File: src/rtl/srambank_param.sv
// ---------------------------------------------------------------------------
// srambank_param
//   Parametrised synchronous single-port SRAM bank, one instance per bank
//   below the bank-select decode of a multi-bank array.
//
//   Build option: SRAMBANK_OUTREG_EN
//     defined   -> extra output register stage, read latency 2
//     undefined -> single output stage, read latency 1
//
//   Parameters
//     WORDS  number of words (>= 2, need not be a power of two)
//     WIDTH  data word width (>= 1)
//     AW     address width (2**AW >= WORDS)
//
//   Ports
//     clk      clock, rising edge
//     rst_n    asynchronous active-low reset
//     ADDRESS  word address
//     wd       write data
//     wmask    per-bit write enable (1 = write that bit)
//     banksel  access enable
//     read     read enable
//     write    write enable (priority over read)
//     dataout  read data, held until the next accepted read
//     dvalid   one-cycle strobe marking new dataout
//     rw_err   sticky read/write-conflict or out-of-range flag
// ---------------------------------------------------------------------------
module srambank_param #(
  parameter int WORDS = 256,
  parameter int WIDTH = 18,
  parameter int AW    = 8
) (
  input  logic             clk,
  input  logic             rst_n,
  input  logic [AW-1:0]    ADDRESS,
  input  logic [WIDTH-1:0] wd,
  input  logic [WIDTH-1:0] wmask,
  input  logic             banksel,
  input  logic             read,
  input  logic             write,
  output logic [WIDTH-1:0] dataout,
  output logic             dvalid,
  output logic             rw_err
);

  localparam logic [AW:0] WORDS_C = (AW+1)'(WORDS);

  logic [WIDTH-1:0] mem_q [WORDS];

  logic             in_range;
  logic             wr_acc;
  logic             rd_acc;
  logic             err_set;

  logic [WIDTH-1:0] data_p0_d, data_p0_q;
  logic             vld_p0_d,  vld_p0_q;
  logic             err_d,     err_q;

  // Extra bit on the compare so WORDS == 2**AW works without overflow.
  assign in_range = ({1'b0, ADDRESS} < WORDS_C);
  assign wr_acc   = banksel & write & in_range;
  // Write wins over read: a simultaneous request is a write plus an error.
  assign rd_acc   = banksel & read & ~write;
  assign err_set  = banksel & ((read & write) | ((read | write) & ~in_range));

  // Array: not reset; writes suppressed while reset is asserted.
  always_ff @(posedge clk) begin
    if (rst_n && wr_acc) begin
      mem_q[ADDRESS] <= (mem_q[ADDRESS] & ~wmask) | (wd & wmask);
    end
  end

  always_comb begin
    vld_p0_d  = rd_acc;
    data_p0_d = data_p0_q;
    if (rd_acc) begin
      data_p0_d = in_range ? mem_q[ADDRESS] : '0;
    end
    err_d = err_q | err_set;
  end

  // Stage p0: array read result
  always_ff @(posedge clk or negedge rst_n) begin
    if (!rst_n) begin
      data_p0_q <= '0;
      vld_p0_q  <= 1'b0;
      err_q     <= 1'b0;
    end else begin
      data_p0_q <= data_p0_d;
      vld_p0_q  <= vld_p0_d;
      err_q     <= err_d;
    end
  end

  assign rw_err = err_q;

`ifdef SRAMBANK_OUTREG_EN
  logic [WIDTH-1:0] data_p1_d, data_p1_q;
  logic             vld_p1_d,  vld_p1_q;

  // p1 only loads on a valid p0 result so dataout holds between reads.
  always_comb begin
    vld_p1_d  = vld_p0_q;
    data_p1_d = vld_p0_q ? data_p0_q : data_p1_q;
  end

  // Stage p1: output register
  always_ff @(posedge clk or negedge rst_n) begin
    if (!rst_n) begin
      data_p1_q <= '0;
      vld_p1_q  <= 1'b0;
    end else begin
      data_p1_q <= data_p1_d;
      vld_p1_q  <= vld_p1_d;
    end
  end

  assign dataout = data_p1_q;
  assign dvalid  = vld_p1_q;
`else
  assign dataout = data_p0_q;
  assign dvalid  = vld_p0_q;
`endif

endmodule

File: config.mk
export PLATFORM = sky130hd
export DESIGN_NAME = srambank_param
export DESIGN_NICKNAME = d
export VERILOG_FILES = /design/src/rtl/srambank_param.sv
export SDC_FILE = /design/constraint.sdc
export NUM_CORES = 2
export LEC_CHECK = 0
export BUFFER_PORTS_ARGS = -buffer_cell sky130_fd_sc_hd__buf_2
export CORE_MARGIN = 1
export CORE_UTILIZATION = 40
export CTS_CLUSTER_SIZE = 10
export DETAILED_ROUTE_END_ITERATION = 6
export PLACE_DENSITY = 0.58
export SLEW_MARGIN = 25
export SYNTH_ARGS = -nofsm -noshare
export SYNTH_HDL_FRONTEND = slang
export SYNTH_MEMORY_MAX_BITS = 65536
export SYNTH_SLANG_ARGS = --single-unit
File: constraint.sdc
create_clock -name clk -period 18 [get_ports clk]
set_input_delay 3.6 -clock clk [delete_from_list [all_inputs] [get_ports clk]]
set_output_delay 3.6 -clock clk [all_outputs]
set_load 0.03 [all_outputs]
== Word level (Yosys, flattened, before mapping) ==
Memories as Yosys holds them, arrays and structs flattened.
Index checks and enable logic that the tools add are counted.
Storage, ports and cells
  bits in registers: 20
  memory bits (writable): 4608
  bits of input ports: 49
  output and inout port bits: 20
  word-level logic and storage cells: 18
  memories: 1
Cells by class
  muxes and demuxes: 2
  bitwise logic cells: 11
  reduce and logical (&&, ||, !) cells: 1
Memory list
  mem_q: depth 256, bits a word 18, read ports 1, clocked after memory_dff 0, wr ports 1, RTL line 48  | logic [WIDTH-1:0] mem_q [WORDS];
Operator list (count)
  $and A18 B18 Y18: 2
  $not A18 Y18: 1
  $or A18 B18 Y18: 1
  $and A1 B1 Y1: 5
  $mux W1: 2
  $logic_and A1 B1 Y1: 1
  $not A1 Y1: 1
  $or A1 B1 Y1: 1

== Logic depth before layout (Yosys ltp) ==
  word-level depth: 4
  gate-level depth with buffers: 13
  mapped depth without buffers: 7

== Least setup slack after synthesis ==
OpenSTA, ideal clock, no wires.
  kind: input -> register
  from: input port ADDRESS[3]
  to: memory mem_q[0][5], data pin
  library setup time: 2.187 ns
  arrival time: 15.261 ns
  required time: 15.813 ns
  slack: 0.552 ns
  stages on the path: 10
  buffers on the path: 5
  cell sequence: buf_2 buf_4 buf_4 buf_2 nor2_1 clkbuf_1 a22oi_1 a31o_2 a22o_1 o21ai_0
Between the ends
  cells in the longest elaborated chain, start to end: 3
RTL lines
  from (decl): RTL line 35  | input logic [AW-1:0] ADDRESS,
  $mem_v2 Z256 W18
  $and A18 B18 Y18: RTL line 69  | mem_q[ADDRESS] <= (mem_q[ADDRESS] & ~wmask) | (wd & wmask);
  $or A18 B18 Y18: RTL line 69
  to (decl): RTL line 48
Every way passes these cells.

== Worst setup path after layout ==
  from: input port ADDRESS[1]
  to: memory mem_q[221][1], data pin
Same word-level chain as after synthesis.

==> metrics.txt <==
FMAX around 100 MHz; Synth Register Bits roughly 4600; pre-CTS setup slack 7.269 ns; Post-synth EDFFs 4608; Worst Path Arrival around 10 ns; Final GP Congestion between 0.8 and 0.9; synthesized area per cell about 22 um2; Final Slew Violations 0; synth warn 0; Worst Tran Pin Value about 1.1 ns; Final period util 53.27%; outcome finished with violations; cell taking the most area after synthesis edfxtp_1; crit-path max FO 72; WP data required about 19 ns; drt total wl roughly 500 mm; Initial Util between 40% and 50%; CTS root buffer clkbuf_16; Peak VDD IR between 80 and 90 uV; worst reg2reg path depth 9; failing checks DRC; capture point of the worst reg-to-reg path mem_q[95][3]$_DFFE_PP_; skew final 0.06365 ns; Via-to-Cell Ratio about 6; startpoint class of the critical path input pin; Power Density around 110 mW/mm2; HPWL after DPL about 280 mm; WS Path Type input pin to flop; Yosys top cell area share 78.05%; final hold vios 0; Boundary Pins between 60 and 70; synthesized cell area around 0.18 mm2; worst r2r src mem_q[169][3]$_DFFE_PP_; GRT Total Usage 21.97%; async set or reset register ratio after synthesis less than 1%; R2R Setup Slk ~13 ns; total CTS buffers 536; largest net degree at the start of global routing ~170; final worst slack about 8.4 ns; TritonCTS clock tree built; Synth Flop Type edfxtp_1; Clock H-tree levels 6; headroom to the max-slew limit a little over a quarter; drt first pass iters 7; core area between 0.4 and 0.5 mm2; Critical Path Sink Type flop; clock-pin slew on the worst setup and hold paths 0.06 ns; crit path launch ADDRESS[1]; Post-Syn Nets 8183; die area between 0.4 and 0.5 mm2; TNS Setup 0 ns; Post-CTS Setup Bufs 0; Layout Nets roughly 8700; share of cells above drive strength 1 a little over a quarter; drt drc 6; # port buffers 68; Hold Crit Depth 1; Hold EP rw_err$_DFF_PN0_; min-delay src rw_err$_DFF_PN0_; setup violators final 0; synth-to-layout area growth 13.88%; Netlist cell types 55; Die Ht approximately 670 um; Syn Inst Count approximately 8000; hold_buf cts 0; Final ANT Viol Nets 0; first-pass GRT wire length just under 700 mm; 1st-iter DRT viols ~11000; initial antenna violation count 26; # resized after CTS 0; Max Root-Sink Buffers 4; Num Clock Sinks around 4600; GR Overflow Total 0; row count between 200 and 250; vias in the first global route roughly 90000; Area contributors post-synth edfxtp_1, mux4_2, mux2i_1, a22oi_1, nor2_1; unrepaired setup endpoints after global routing no; Die Width between 600 and 700 um; Final min period approximately 9.6 ns; Via Count between 80000 and 90000; max cap viols 0; Hold WC Path Type flop to flop; Worst-Skew Late Latency 1.04 ns; sequential share of the synthesized area about four fifths; fin util a little under half; P_leak between 0.06 and 0.07 uW; Routed wire per std cell between 30 and 40 um
-- where the power goes --
group	leakage (uW)	internal [uW]	switching (uW)
Combinational	0.0139	356	933
Clock	0.00717	5450	4100
Sequential	0.0418	12100	12.6
-- Yosys cell counts (20+ instances only) --
| cell | n |
|---|---|
| edfxtp_1 | 4608 |
| o21ai_1 | 31 |
| mux2i_1 | 506 |
| a31oi_1 | 51 |
| o211ai_1 | 47 |
| buf_4 | 58 |
| nand4_1 | 51 |
| nor2_1 | 300 |
| buf_6 | 37 |
| o21ai_0 | 63 |
| o22ai_1 | 74 |
| nand2_1 | 156 |
| clkbuf_1 | 201 |
| buf_1 | 47 |
| nand3_1 | 123 |
| mux4_2 | 955 |
| nor4_1 | 31 |
| nand2b_1 | 32 |
| a221oi_1 | 69 |
| and3_1 | 30 |
| a22o_1 | 34 |
| buf_2 | 143 |
| a22oi_1 | 207 |
| mux2_2 | 43 |
| dfrtp_1 | 20 |
| a21oi_1 | 81 |
-- worst max path at each step --
stage | cells past startpoint | slack [ns] | to
finish | 12 | 8.41 | mem_q[221][1]$_DFFE_PP_
global route | 13 | 8.19 | mem_q[214][9]$_DFFE_PP_
global placement | 12 | 7.12 | mem_q[124][7]$_DFFE_PP_
CTS | 14 | 8.34 | mem_q[199][5]$_DFFE_PP_
detailed placement | 14 | 7.27 | mem_q[204][5]$_DFFE_PP_
floorplan | 10 | 0.55 | mem_q[0][5]$_DFFE_PP_
-- worst max-delay path: stages --
cell and delay [ns]:
buf_8 0.38, buf_4 0.64, buf_4 0.80, buf_4 0.72
mux4_2 0.42, a22oi_1 0.55, nand4_1 0.30, nor4_2 0.93
a22o_1 0.54, o21ai_4 0.14, buf_4 0.33, buf_4 0.47
-- state kept, by name (all words and copies together) (netlist names) --
register  count
rw_err        1
mem_q      4608
dvalid        1
dataout      18
-- final cells by class --
| cell class | instances | area, um2 |
|---|---|---|
| well taps | 5904 | 7387 |
| inverters | 4 | 15.01 |
| fillers | 36440 | 239600 |
| clock buffers | 607 | 13890 |
| flip-flops and latches | 4628 | 138900 |
| clock inverters | 52 | 800.8 |
| repair buffers | 427 | 3503 |
| diodes | 7 | 17.52 |
| multi-input cells | 3015 | 37410 |
-- kinds of logic after synthesis --
kind of cell,synth area share [%]
AOI/OAI and AO/OA,2.965
buffers and inverters,1.426
DFF,78.33
muxes,15.26
and+or+nand+nor,2.016
-- routing by layer --
| layer | global-route usage, % | vias up | wire [um] |
|---|---|---|---|
| met5 | 0 | - | 39 |
| met4 | 7.495 | 6 | 17760 |
| met3 | 4.505 | 790 | 43640 |
| met2 | 35.16 | 4174 | 236400 |
| met1 | 30.11 | 47490 | 196700 |
| li1 | - | 35160 | - |
-- through the flow --
| stage | cells | total power (uW) | cell area (um2) | hold WS (ns) |
|---|---|---|---|---|
| finish | 14640 | 22960 | 201900 | 0.4776 |
| global route | 14640 | 23540 | 201900 | 0.4876 |
| CTS | 14630 | 23090 | 201700 | 0.4783 |
| detailed placement | 13970 | 13630 | 187000 | 0.4659 |
| global placement | 13970 | 13580 | 186700 | 0.4488 |
| floorplan | 8134 | 13250 | 177300 | 0.6570 |
-- cells in the final DEF, fill, tap and decap left out, drive strengths merged, types with 29 or more instances in the layout --
cell type and n:
edfxtp 4608, mux4 955, clkbuf 607, mux2i 506
buf 427, nor2 300, a22oi 207, nand2 156
nand3 123, o21ai 94, a21oi 81, o22ai 74
a221oi 69, nand4 51, a31oi 51, o211ai 47
mux2 43, a22o 34, nand2b 32, nor4 31
and3 30, inv 29
Power figures use the tool's default switching activity.
